File: src/rtl/alu_pkg.sv
// Shared ALU-stage definitions: function codes, multiplier FSM states and
// the default datapath width.
package alu_pkg;

  localparam int WIDTH_DEF = 32;

  // Function codes driven by the ALU control stage.
  localparam logic [5:0] MULTU   = 6'b011001;
  localparam logic [5:0] MFHI    = 6'b010000;
  localparam logic [5:0] MFLO    = 6'b010010;
  localparam logic [5:0] HILO_WR = 6'b111111;
  localparam logic [5:0] AND     = 6'b100100;
  localparam logic [5:0] OR      = 6'b100101;
  localparam logic [5:0] ADD     = 6'b100000;
  localparam logic [5:0] SUB     = 6'b100010;
  localparam logic [5:0] SLT     = 6'b101010;
  localparam logic [5:0] SLL     = 6'b000000;

  typedef enum logic [1:0] {IDLE, RUN, DONE} state_e;

endpackage

File: src/rtl/multu_hilo_if.sv
// Multiplier control bus between the ALU control stage (master) and the
// HI/LO multiplier (slave).
//   op/a/b             : function code and operands from the control stage
//   hi/lo              : committed HI/LO registers
//   rd_data            : MFHI/MFLO read result (combinational)
//   busy/done          : multiplier status
interface multu_hilo_if import alu_pkg::*; #(
  parameter int WIDTH = WIDTH_DEF
) ();
  logic [5:0]       op;
  logic [WIDTH-1:0] a;
  logic [WIDTH-1:0] b;
  logic [WIDTH-1:0] hi;
  logic [WIDTH-1:0] lo;
  logic [WIDTH-1:0] rd_data;
  logic             busy;
  logic             done;

  modport master (output op, a, b, input hi, lo, rd_data, busy, done);
  modport slave  (input op, a, b, output hi, lo, rd_data, busy, done);
endinterface

File: src/rtl/hilo_reg.sv
// HI/LO result register pair with MFHI/MFLO read mux.
//   clk, rst_n : clock, synchronous active-low clear
//   we_i       : load wdata_i into {hi,lo}
//   wdata_i    : 2*WIDTH product
//   op_i       : current function code, selects the read port
//   hi_o, lo_o : register contents
//   rd_data_o  : hi on MFHI, lo on MFLO, else 0
module hilo_reg import alu_pkg::*; #(
  parameter int WIDTH = WIDTH_DEF
) (
  input  logic               clk,
  input  logic               rst_n,
  input  logic               we_i,
  input  logic [2*WIDTH-1:0] wdata_i,
  input  logic [5:0]         op_i,
  output logic [WIDTH-1:0]   hi_o,
  output logic [WIDTH-1:0]   lo_o,
  output logic [WIDTH-1:0]   rd_data_o
);
  logic [2*WIDTH-1:0] hilo_q;

  always_ff @(posedge clk) begin
    if (!rst_n)    hilo_q <= '0;
    else if (we_i) hilo_q <= wdata_i;
  end

  assign hi_o = hilo_q[2*WIDTH-1:WIDTH];
  assign lo_o = hilo_q[WIDTH-1:0];

  always_comb begin
    rd_data_o = '0;
    if (op_i == MFHI)      rd_data_o = hi_o;
    else if (op_i == MFLO) rd_data_o = lo_o;
  end
endmodule

File: src/rtl/multu_hilo.sv
// Sequential unsigned shift-add multiplier feeding the HI/LO registers.
// One multiplier bit is retired per clock; the product is committed to
// HI/LO on HILO_WR, which may arrive before the multiply finishes.
//   clk, rst_n : clock, synchronous active-low reset
//   bus        : slave side of the multiplier control bus
module multu_hilo import alu_pkg::*; #(
  parameter int WIDTH = WIDTH_DEF,
  parameter int ITER  = WIDTH
) (
  input  logic         clk,
  input  logic         rst_n,
  multu_hilo_if.slave  bus
);
  localparam int CW = $clog2(ITER + 1);

  state_e             state_q, state_d;
  logic [5:0]         op_q;
  logic [WIDTH-1:0]   mcand_q;
  logic [2*WIDTH-1:0] prod_q, prod_step, commit_data;
  logic [CW-1:0]      count_q;
  logic               pend_q;
  logic [WIDTH:0]     sum;
  logic               start, hilo_wr, last, commit, busy, done;

  // Start fires on the first cycle of a MULTU run only.
  assign start   = (bus.op == MULTU) && (op_q != MULTU);
  assign hilo_wr = (bus.op == HILO_WR);
  assign last    = (count_q == CW'(ITER - 1));

  // Keep the add carry: it becomes the top bit after the right shift.
  assign sum       = {1'b0, prod_q[2*WIDTH-1:WIDTH]} + (prod_q[0] ? {1'b0, mcand_q} : '0);
  assign prod_step = {sum, prod_q[WIDTH-1:1]};

  always_ff @(posedge clk) begin
    if (!rst_n) state_q <= IDLE;
    else        state_q <= state_d;
  end

  always_comb begin
    state_d = state_q;
    case (state_q)
      IDLE: if (start) state_d = RUN;
      RUN:  if (last)  state_d = (pend_q || hilo_wr) ? IDLE : DONE;
      DONE: if (start) state_d = RUN;
            else if (hilo_wr) state_d = IDLE;
      default: state_d = IDLE;
    endcase
  end

  always_comb begin
    busy        = (state_q == RUN);
    done        = (state_q == DONE);
    commit      = 1'b0;
    commit_data = prod_q;
    case (state_q)
      // Early HILO_WR: commit the final step's product directly, skipping DONE.
      RUN: if (last && (pend_q || hilo_wr)) begin
        commit      = 1'b1;
        commit_data = prod_step;
      end
      DONE: if (hilo_wr) commit = 1'b1;
      default: ;
    endcase
  end

  always_ff @(posedge clk) begin
    if (!rst_n) begin
      op_q    <= '0;
      mcand_q <= '0;
      prod_q  <= '0;
      count_q <= '0;
      pend_q  <= 1'b0;
    end else begin
      op_q <= bus.op;
      if (start && state_q != RUN) begin
        mcand_q <= bus.a;
        prod_q  <= {{WIDTH{1'b0}}, bus.b};
        count_q <= '0;
        pend_q  <= 1'b0;
      end else if (state_q == RUN) begin
        prod_q  <= prod_step;
        count_q <= count_q + 1'b1;
        if (last)         pend_q <= 1'b0;
        else if (hilo_wr) pend_q <= 1'b1;
      end
    end
  end

  hilo_reg #(.WIDTH(WIDTH)) u_hilo (
    .clk       (clk),
    .rst_n     (rst_n),
    .we_i      (commit),
    .wdata_i   (commit_data),
    .op_i      (bus.op),
    .hi_o      (bus.hi),
    .lo_o      (bus.lo),
    .rd_data_o (bus.rd_data)
  );

  assign bus.busy = busy;
  assign bus.done = done;
endmodule

File: src/flat_wrapper.sv
// flat-port wrapper written by rule: the top's interface ports become plain ports
module multu_hilo_flat import alu_pkg::*;
#(
  parameter int WIDTH = WIDTH_DEF,
  parameter int ITER  = WIDTH
)
  (clk, rst_n, bus_op, bus_a, bus_b, bus_hi, bus_lo, bus_rd_data, bus_busy, bus_done);
  multu_hilo_if #(.WIDTH(WIDTH)) bus_i ();
  input  logic clk;
  input  logic rst_n;
  input wire logic [$bits(bus_i.op)-1:0] bus_op;
  input wire logic [$bits(bus_i.a)-1:0] bus_a;
  input wire logic [$bits(bus_i.b)-1:0] bus_b;
  output wire logic [$bits(bus_i.hi)-1:0] bus_hi;
  output wire logic [$bits(bus_i.lo)-1:0] bus_lo;
  output wire logic [$bits(bus_i.rd_data)-1:0] bus_rd_data;
  output wire logic [$bits(bus_i.busy)-1:0] bus_busy;
  output wire logic [$bits(bus_i.done)-1:0] bus_done;
  assign bus_i.op = bus_op;
  assign bus_i.a = bus_a;
  assign bus_i.b = bus_b;
  assign bus_hi = bus_i.hi;
  assign bus_lo = bus_i.lo;
  assign bus_rd_data = bus_i.rd_data;
  assign bus_busy = bus_i.busy;
  assign bus_done = bus_i.done;
  multu_hilo #(.WIDTH(WIDTH), .ITER(ITER)) u_core (.clk(clk), .rst_n(rst_n), .bus(bus_i));
endmodule
File: config.mk
export PLATFORM = sky130hd
export DESIGN_NAME = multu_hilo_flat
export DESIGN_NICKNAME = d
export VERILOG_FILES = /design/src/rtl/alu_pkg.sv /design/src/rtl/multu_hilo_if.sv /design/src/rtl/hilo_reg.sv /design/src/rtl/multu_hilo.sv /design/src/flat_wrapper.sv
export SDC_FILE = /design/constraint.sdc
export NUM_CORES = 1
export LEC_CHECK = 0
export ABC_AREA = 1
export CAP_MARGIN = 20
export CORE_MARGIN = 2
export CORE_UTILIZATION = 55
export DETAILED_ROUTE_END_ITERATION = 10
export HOLD_SLACK_MARGIN = 0.1
export PLACE_DENSITY = 0.85
export SYNTH_ARGS = -nofsm -noshare
export SYNTH_HDL_FRONTEND = slang
export SYNTH_HIERARCHICAL = 1
export SYNTH_SLANG_ARGS = --single-unit
export TNS_END_PERCENT = 20
File: constraint.sdc
create_clock -name clk -period 2.7 [get_ports clk]
set_clock_uncertainty 0.15 [all_clocks]
set_input_delay 0.54 -clock clk [delete_from_list [all_inputs] [get_ports clk]]
set_output_delay 0.54 -clock clk [all_outputs]
set_load 0.1 [all_outputs]
==> flow_metrics.tcl, run 1 <==
set metrics [dict create \
    status "finished with violations" \
    failed_checks "setup timing" \
    antenna_left 0 \
    syn_area_mm2 0.0109 \
    rows 51 \
    place_congestion 0.994 \
    antenna_found_initial 0 \
    root_buffer "clkbuf_16" \
    clk-insertion-delay-late_ns 0.45 \
    rrSetupSlack_ns 0.04 \
    yosys.area.top_type "dfxtp_1" \
    cts.hold.buffers_added 0 \
    critPathTopFamily "buffers and inverters" \
    netlist_top_cells_area "dfxtp_1 (32%), nand2_1 (17%), nor2_1 (10%)" \
    cts.sinks 175 \
    cp.required_ns 2.01 \
    setup.worst_path.end_class "output pin" \
    cts_tree "done" \
    path_buf_inv 4 \
    initial_core_util_pct 56.1 \
    avgViaCountPerCell 5.36 \
    setup_slack_ns -0.00630 \
    synth_edf_count 0 \
    holdWs_ns 0.308 \
    grt_max_degree 63 \
    antenna_cells 0 \
    via_count 11900 \
    power.density_mw_per_mm2 528 \
    core_mm2 0.0195 \
    p_leak_nw 7.47 \
    synth_most_common_cell "nand2_1" \
    worstMarginPinSlew_ns 0.624 \
    fmax_ghz 0.370 \
    crit_type "input pin to output pin" \
    ir_worst_vdd_v 0.000512 \
    max_stage_delay_ns 0.44 \
    rsz0062_at_grt "yes" \
    track_usage_pct 32.0 \
    total_power_mw 7.45 \
    slew_viol_final 0 \
    crit_top_cell "buf_12" \
    grt_pass1_wl_um 53300 \
    drive_above_1_share_pct 13.0 \
    max_cap_viol_count 0 \
    fp.dieW_um 145 \
    synth_area_per_cell_um2 6.08 \
    setup_viol 1 \
    synth_top_cells_by_count "nand2_1 (496), nor2_1 (300), inv_1 (262), dfxtp_1 (175), o21ai_0 (151)" \
    async_flop_share_pct 0 \
    io_pins 170 \
    synth_cell_type_count 42 \
    drc_errors 0 \
    drt_iter0_drc 947 \
    cp-start-kind "input pin" \
    layout_min_cycle_time_ns 2.71 \
    hold_viol 0 \
    post-dp-hpwl_um 24100 \
    gr-total-overflow 0 \
    numCtsBuffers 17 \
    worst-path-max-fanout 22 \
    wl_per_cell_um 15.3 \
    ys_seq_area_share_pct 32.1 \
    synthesis.nets 1906 \
    hold_path_class "input pin to flop" \
    area_growth_pct 29.3 \
    ctsLongestPathBuffers 2 \
    synth_seq_cells 175 \
    timing.final.crit_share_pct 100 \
    netlist_instances 1796 \
    nets 2061 \
    die_h_um 145 \
    dieArea_mm2 0.0210 \
    crit_chain "clkdlybuf4s50_1 -> buf_4 -> nor2_4 -> buf_12 -> nand4_1 -> nand2_2 -> buf_12" \
    critPathArrivalTime_ns 2.02 \
    yosys_warnings 6 \
    cp_slowest_cell "clkdlybuf4s50_1" \
    totalWireLength_um 34000 \
    portBuffers 169 \
    dr.pass1.iters 6 \
    cts.clk_slew.worst_paths_ns 0.08 \
    yosys_most_used_dff "dfxtp_1" \
    relSlewSlack_pct 58.4 \
    synth_top_area_share_pct 32.1 \
    grt_pass1_vias 10800 \
    cts_max_level 4 \
]
## placed cells by master (no fill, tap or decap), types with 24 or more instances in the layout
cell,instances
o21ai_1,53
clkdlybuf4s50_1,66
nand2_2,24
nor2_1,297
nand4_1,37
nand3_1,65
buf_4,101
nand2_1,472
nor3_1,37
inv_1,262
dfxtp_1,174
buf_12,51
ha_1,30
o21ai_0,151
a21oi_1,25
## cell families (layout without fill, tap and decap cells)
kind of cell	after synthesis	after routing	share of synthesized area, %
buf+inv	357	525	14.0
compound gates	244	244	11.5
flops	175	175	32.1
xor+xnor	19	19	1.52
simple gates	963	963	36.5
fa+ha+maj	38	38	4.42
## worst paths after layout
kind                         endpoint         startpoint  cells past startpoint
max                   bus_rd_data[31]          bus_op[5]                      7
min                    u_core/op_q[1]          bus_op[1]                      3
max reg2reg  u_core/u_hilo/hilo_q[60]   u_core/prod_q[0]                     18
min reg2reg         u_core/prod_q[35]  u_core/prod_q[35]                      2
## layer usage
layer,GRT usage [%],part of all wire [%],wire [um],vias to the layer above
met5,0,0,0,-
met4,12.9,3.4,1170,0
met3,4.18,8.7,2950,91
met2,52.5,46,15500,594
met1,42.6,42,14400,5368
li1,-,-,-,5887
## flip-flops by register name, summed over array words and instances, names as in the netlist
| signal | count |
|---|---|
| u_core/count_q | 6 |
| u_core/mcand_q | 32 |
| u_core/op_q | 6 |
| u_core/pend_q | 1 |
| u_core/prod_q | 64 |
| u_core/state_q | 2 |
| u_core/u_hilo/hilo_q | 64 |
## worst reg2reg max path, delay by kind of cell, from the launching register on
| kind | cells | cell delay, ns |
|---|---|---|
| AND/OR/NAND/NOR | 12 | 1.12 |
| flip-flops | 1 | 0.39 |
| buffers and inverters | 4 | 0.35 |
| adder cells (fa/ha/maj) | 1 | 0.34 |
| AO/OA/AOI/OAI | 1 | 0.18 |
## final cells by class
class	count	area (um2)
multi-input cells	1264	6090
repair buffers	227	2590
clock inverters	14	164
fillers	1595	5340
well taps	265	332
flip-flops and latches	175	3510
inverters	266	1000
clock buffers	18	439
## where the power goes
| part | internal (mW) | switching [mW] |
|---|---|---|
| Clock | 1.27 | 1.23 |
| Combinational | 0.749 | 1.27 |
| Sequential | 2.75 | 0.179 |
| Total | 4.78 | 2.68 |
## through the flow
step / cell area (um2) / utilization [%] / setup slack, ns / setup TNS (ns) / std cells
4_1_cts: 13900 / 71.6 / 0.00606 / 0 / 2226
6_report: 14100 / 72.5 / -0.00630 / -0.00630 / 2229
3_5_place_dp: 13200 / 67.8 / -0.0683 / -1.08 / 2189
2_1_floorplan: 10900 / - / 0.216 / 0 / 1796
3_3_place_gp: 13200 / 67.8 / -0.0272 / -0.109 / 2189
5_1_grt: 14100 / 72.5 / -0.0502 / -0.163 / 2229
## repair_timing
item,4_1_cts,5_1_grt
resized for setup,17,35
cloned,2,1
setup buffers,3,2
setup endpoints to repair,32,47
pin swaps,5,1
(Power assumes the default switching activity.)
==> run 2, diff against run 1 <==
--- a/config.mk
+++ b/config.mk
@@ -7,11 +7,12 @@
 export LEC_CHECK = 0
 export ABC_AREA = 1
 export CAP_MARGIN = 20
-export CORE_MARGIN = 2
+export CORE_MARGIN = 1
 export CORE_UTILIZATION = 55
 export DETAILED_ROUTE_END_ITERATION = 10
 export HOLD_SLACK_MARGIN = 0.1
 export PLACE_DENSITY = 0.85
+export SKIP_CTS_REPAIR_TIMING = 1
 export SYNTH_ARGS = -nofsm -noshare
 export SYNTH_HDL_FRONTEND = slang
 export SYNTH_HIERARCHICAL = 1
==> run 2 against run 1 <==
The run still ends with setup timing left. Critical endpoint unchanged. First-iteration DRC count is 33% higher. Clock power hardly changed. Largest power group unchanged. Highest routed layer unchanged. Critical path type unchanged. Die area is 2.7% lower. Hold slack worse by 0.023 ns. Global-route usage is 0.086 points lower. Combinational power hardly changed.
==> flow_metrics.tcl, run 2 (synthesis results as in run 1) <==
set metrics [dict create \
    status "finished with violations" \
    failed_checks "setup timing" \
    cts.clk_slew.worst_paths_ns 0.07 \
    area_growth_pct 30.4 \
    pwr-share-clk_pct 33.3 \
    core_mm2 0.0195 \
    cts.sinks 175 \
    p_switching_mw 2.63 \
    numCtsBuffers 17 \
    rsz0062_at_grt "yes" \
    hold_path_class "input pin to flop" \
    cp.required_ns 2.01 \
    drc_errors 0 \
    fin_cells 2227 \
    rows 51 \
    setup_slack_ns -0.00795 \
    place_congestion 0.988 \
    critPathArrivalTime_ns 2.02 \
    timing.final.crit_share_pct 100 \
    setup.worst_path.end_class "output pin" \
    worst-path-max-fanout 32 \
    totalWireLength_um 34900 \
    fmax_ghz 0.369 \
    layout_min_cycle_time_ns 2.71 \
    ir_worst_vdd_v 0.000444 \
    gr-total-overflow 0 \
    antenna_left 0 \
    grt_pass1_vias 10500 \
    nets 2058 \
    clk-insertion-delay-late_ns 0.43 \
    antenna_found_initial 1 \
    netSwitchingFraction_pct 35.2 \
    p_leak_nw 7.51 \
    p_int_mw 4.84 \
    die_h_um 143 \
    relSlewSlack_pct 59.2 \
    slew_viol_final 0 \
    max_cap_viol_count 0 \
    rrSetupSlack_ns 0.09 \
    p_comb_share_pct 27.4 \
    dieArea_mm2 0.0204 \
    post-dp-hpwl_um 23600 \
    root_buffer "clkbuf_16" \
    wl_per_cell_um 15.7 \
    layout_common_cells "nand2_1 (468), nor2_1 (297), inv_1 (262)" \
    worstMarginPinSlew_ns 0.611 \
    dr.pass1.iters 5 \
    largestRegisters "u_core/prod_q: 64 flops, u_core/u_hilo/hilo_q: 64 flops, u_core/mcand_q: 32 flops" \
    cts_max_level 4 \
    grt_pass1_wl_um 51600 \
    drt_iter0_drc 1259 \
    mostFrequentLayoutCell "nand2_1" \
    initial_core_util_pct 56.1 \
    hold_viol 0 \
    grt_max_degree 74 \
    io_pins 170 \
    fp.dieW_um 143 \
    drive_above_1_share_pct 13.6 \
    setup_viol 1 \
    track_usage_pct 31.9 \
    cts_tree "done" \
    crit_type "input pin to output pin" \
    avgViaCountPerCell 5.43 \
    via_count 12100 \
    dp_cells 2183 \
    portBuffers 169 \
    seqPwrFrac_pct 39.2 \
    cp-start-kind "input pin" \
    pre_cts_ws_ns -0.0447 \
    fill_cells 1559 \
    power.density_mw_per_mm2 524 \
    ctsLongestPathBuffers 2 \
]
[run 2: final cells by class]
cell class              instances  area (um2)  area share (%)
multi-input cells            1264        6140            43.1
repair buffers                224        2660            18.7
inverters                     266        1000            7.03
diodes                          1        2.50          0.0176
well taps                     265         332            2.33
clock buffers                  17         425            2.99
flip-flops and latches        175        3510            24.6
clock inverters                15         168            1.18
[run 2: power by group through the flow]
stage | sequential, mW | clock [mW] | combinational [mW]
2_1_floorplan | 2.93 | 0 | 1.34
3_3_place_gp | 2.96 | 0 | 1.85
3_5_place_dp | 2.97 | 0 | 1.90
4_1_cts | 2.91 | 2.51 | 1.92
5_1_grt | 2.94 | 2.64 | 2.24
6_report | 2.93 | 2.49 | 2.05
[run 2: layer usage]
| layer | global-route usage (%) | wire length, um |
|---|---|---|
| met5 | 0 | 0 |
| met2 | 52.0 | 15900 |
| met3 | 4.36 | 3280 |
| met4 | 11.7 | 1380 |
| met1 | 42.9 | 14400 |
[run 2: final timing paths]
kind	start	endpoint	depth (start not counted)
worst min-delay path	bus_op[4]	u_core/op_q[4]	3
worst max-delay path	bus_op[0]	bus_rd_data[31]	7
worst max register to register	u_core/prod_q[0]	u_core/u_hilo/hilo_q[62]	17
worst min register to register	u_core/prod_q[35]	u_core/prod_q[35]	2
[run 2: worst max-delay path, cell delays in order]
cell and delay, ns:
clkdlybuf4s50_1 0.43, buf_4 0.17, nor2_4 0.12, buf_12 0.21, nand3_1 0.15, nand2_1 0.18
buf_12 0.20
[run 2: through the flow]
| step | hold slack [ns] | cell area (um2) | util [%] | setup TNS (ns) | power, mW |
|---|---|---|---|---|---|
| after global placement | 0.320 | 13200 | 67.6 | -0.0289 | 4.81 |
| after detailed placement | 0.333 | 13200 | 67.6 | -0.775 | 4.87 |
| after floorplan | 0.308 | 10900 | - | 0 | 4.27 |
| after global routing | 0.307 | 14200 | 73.1 | -0.167 | 7.82 |
| final | 0.286 | 14200 | 73.1 | -0.00795 | 7.46 |
| after CTS | 0.343 | 13800 | 70.7 | -0.0865 | 7.34 |
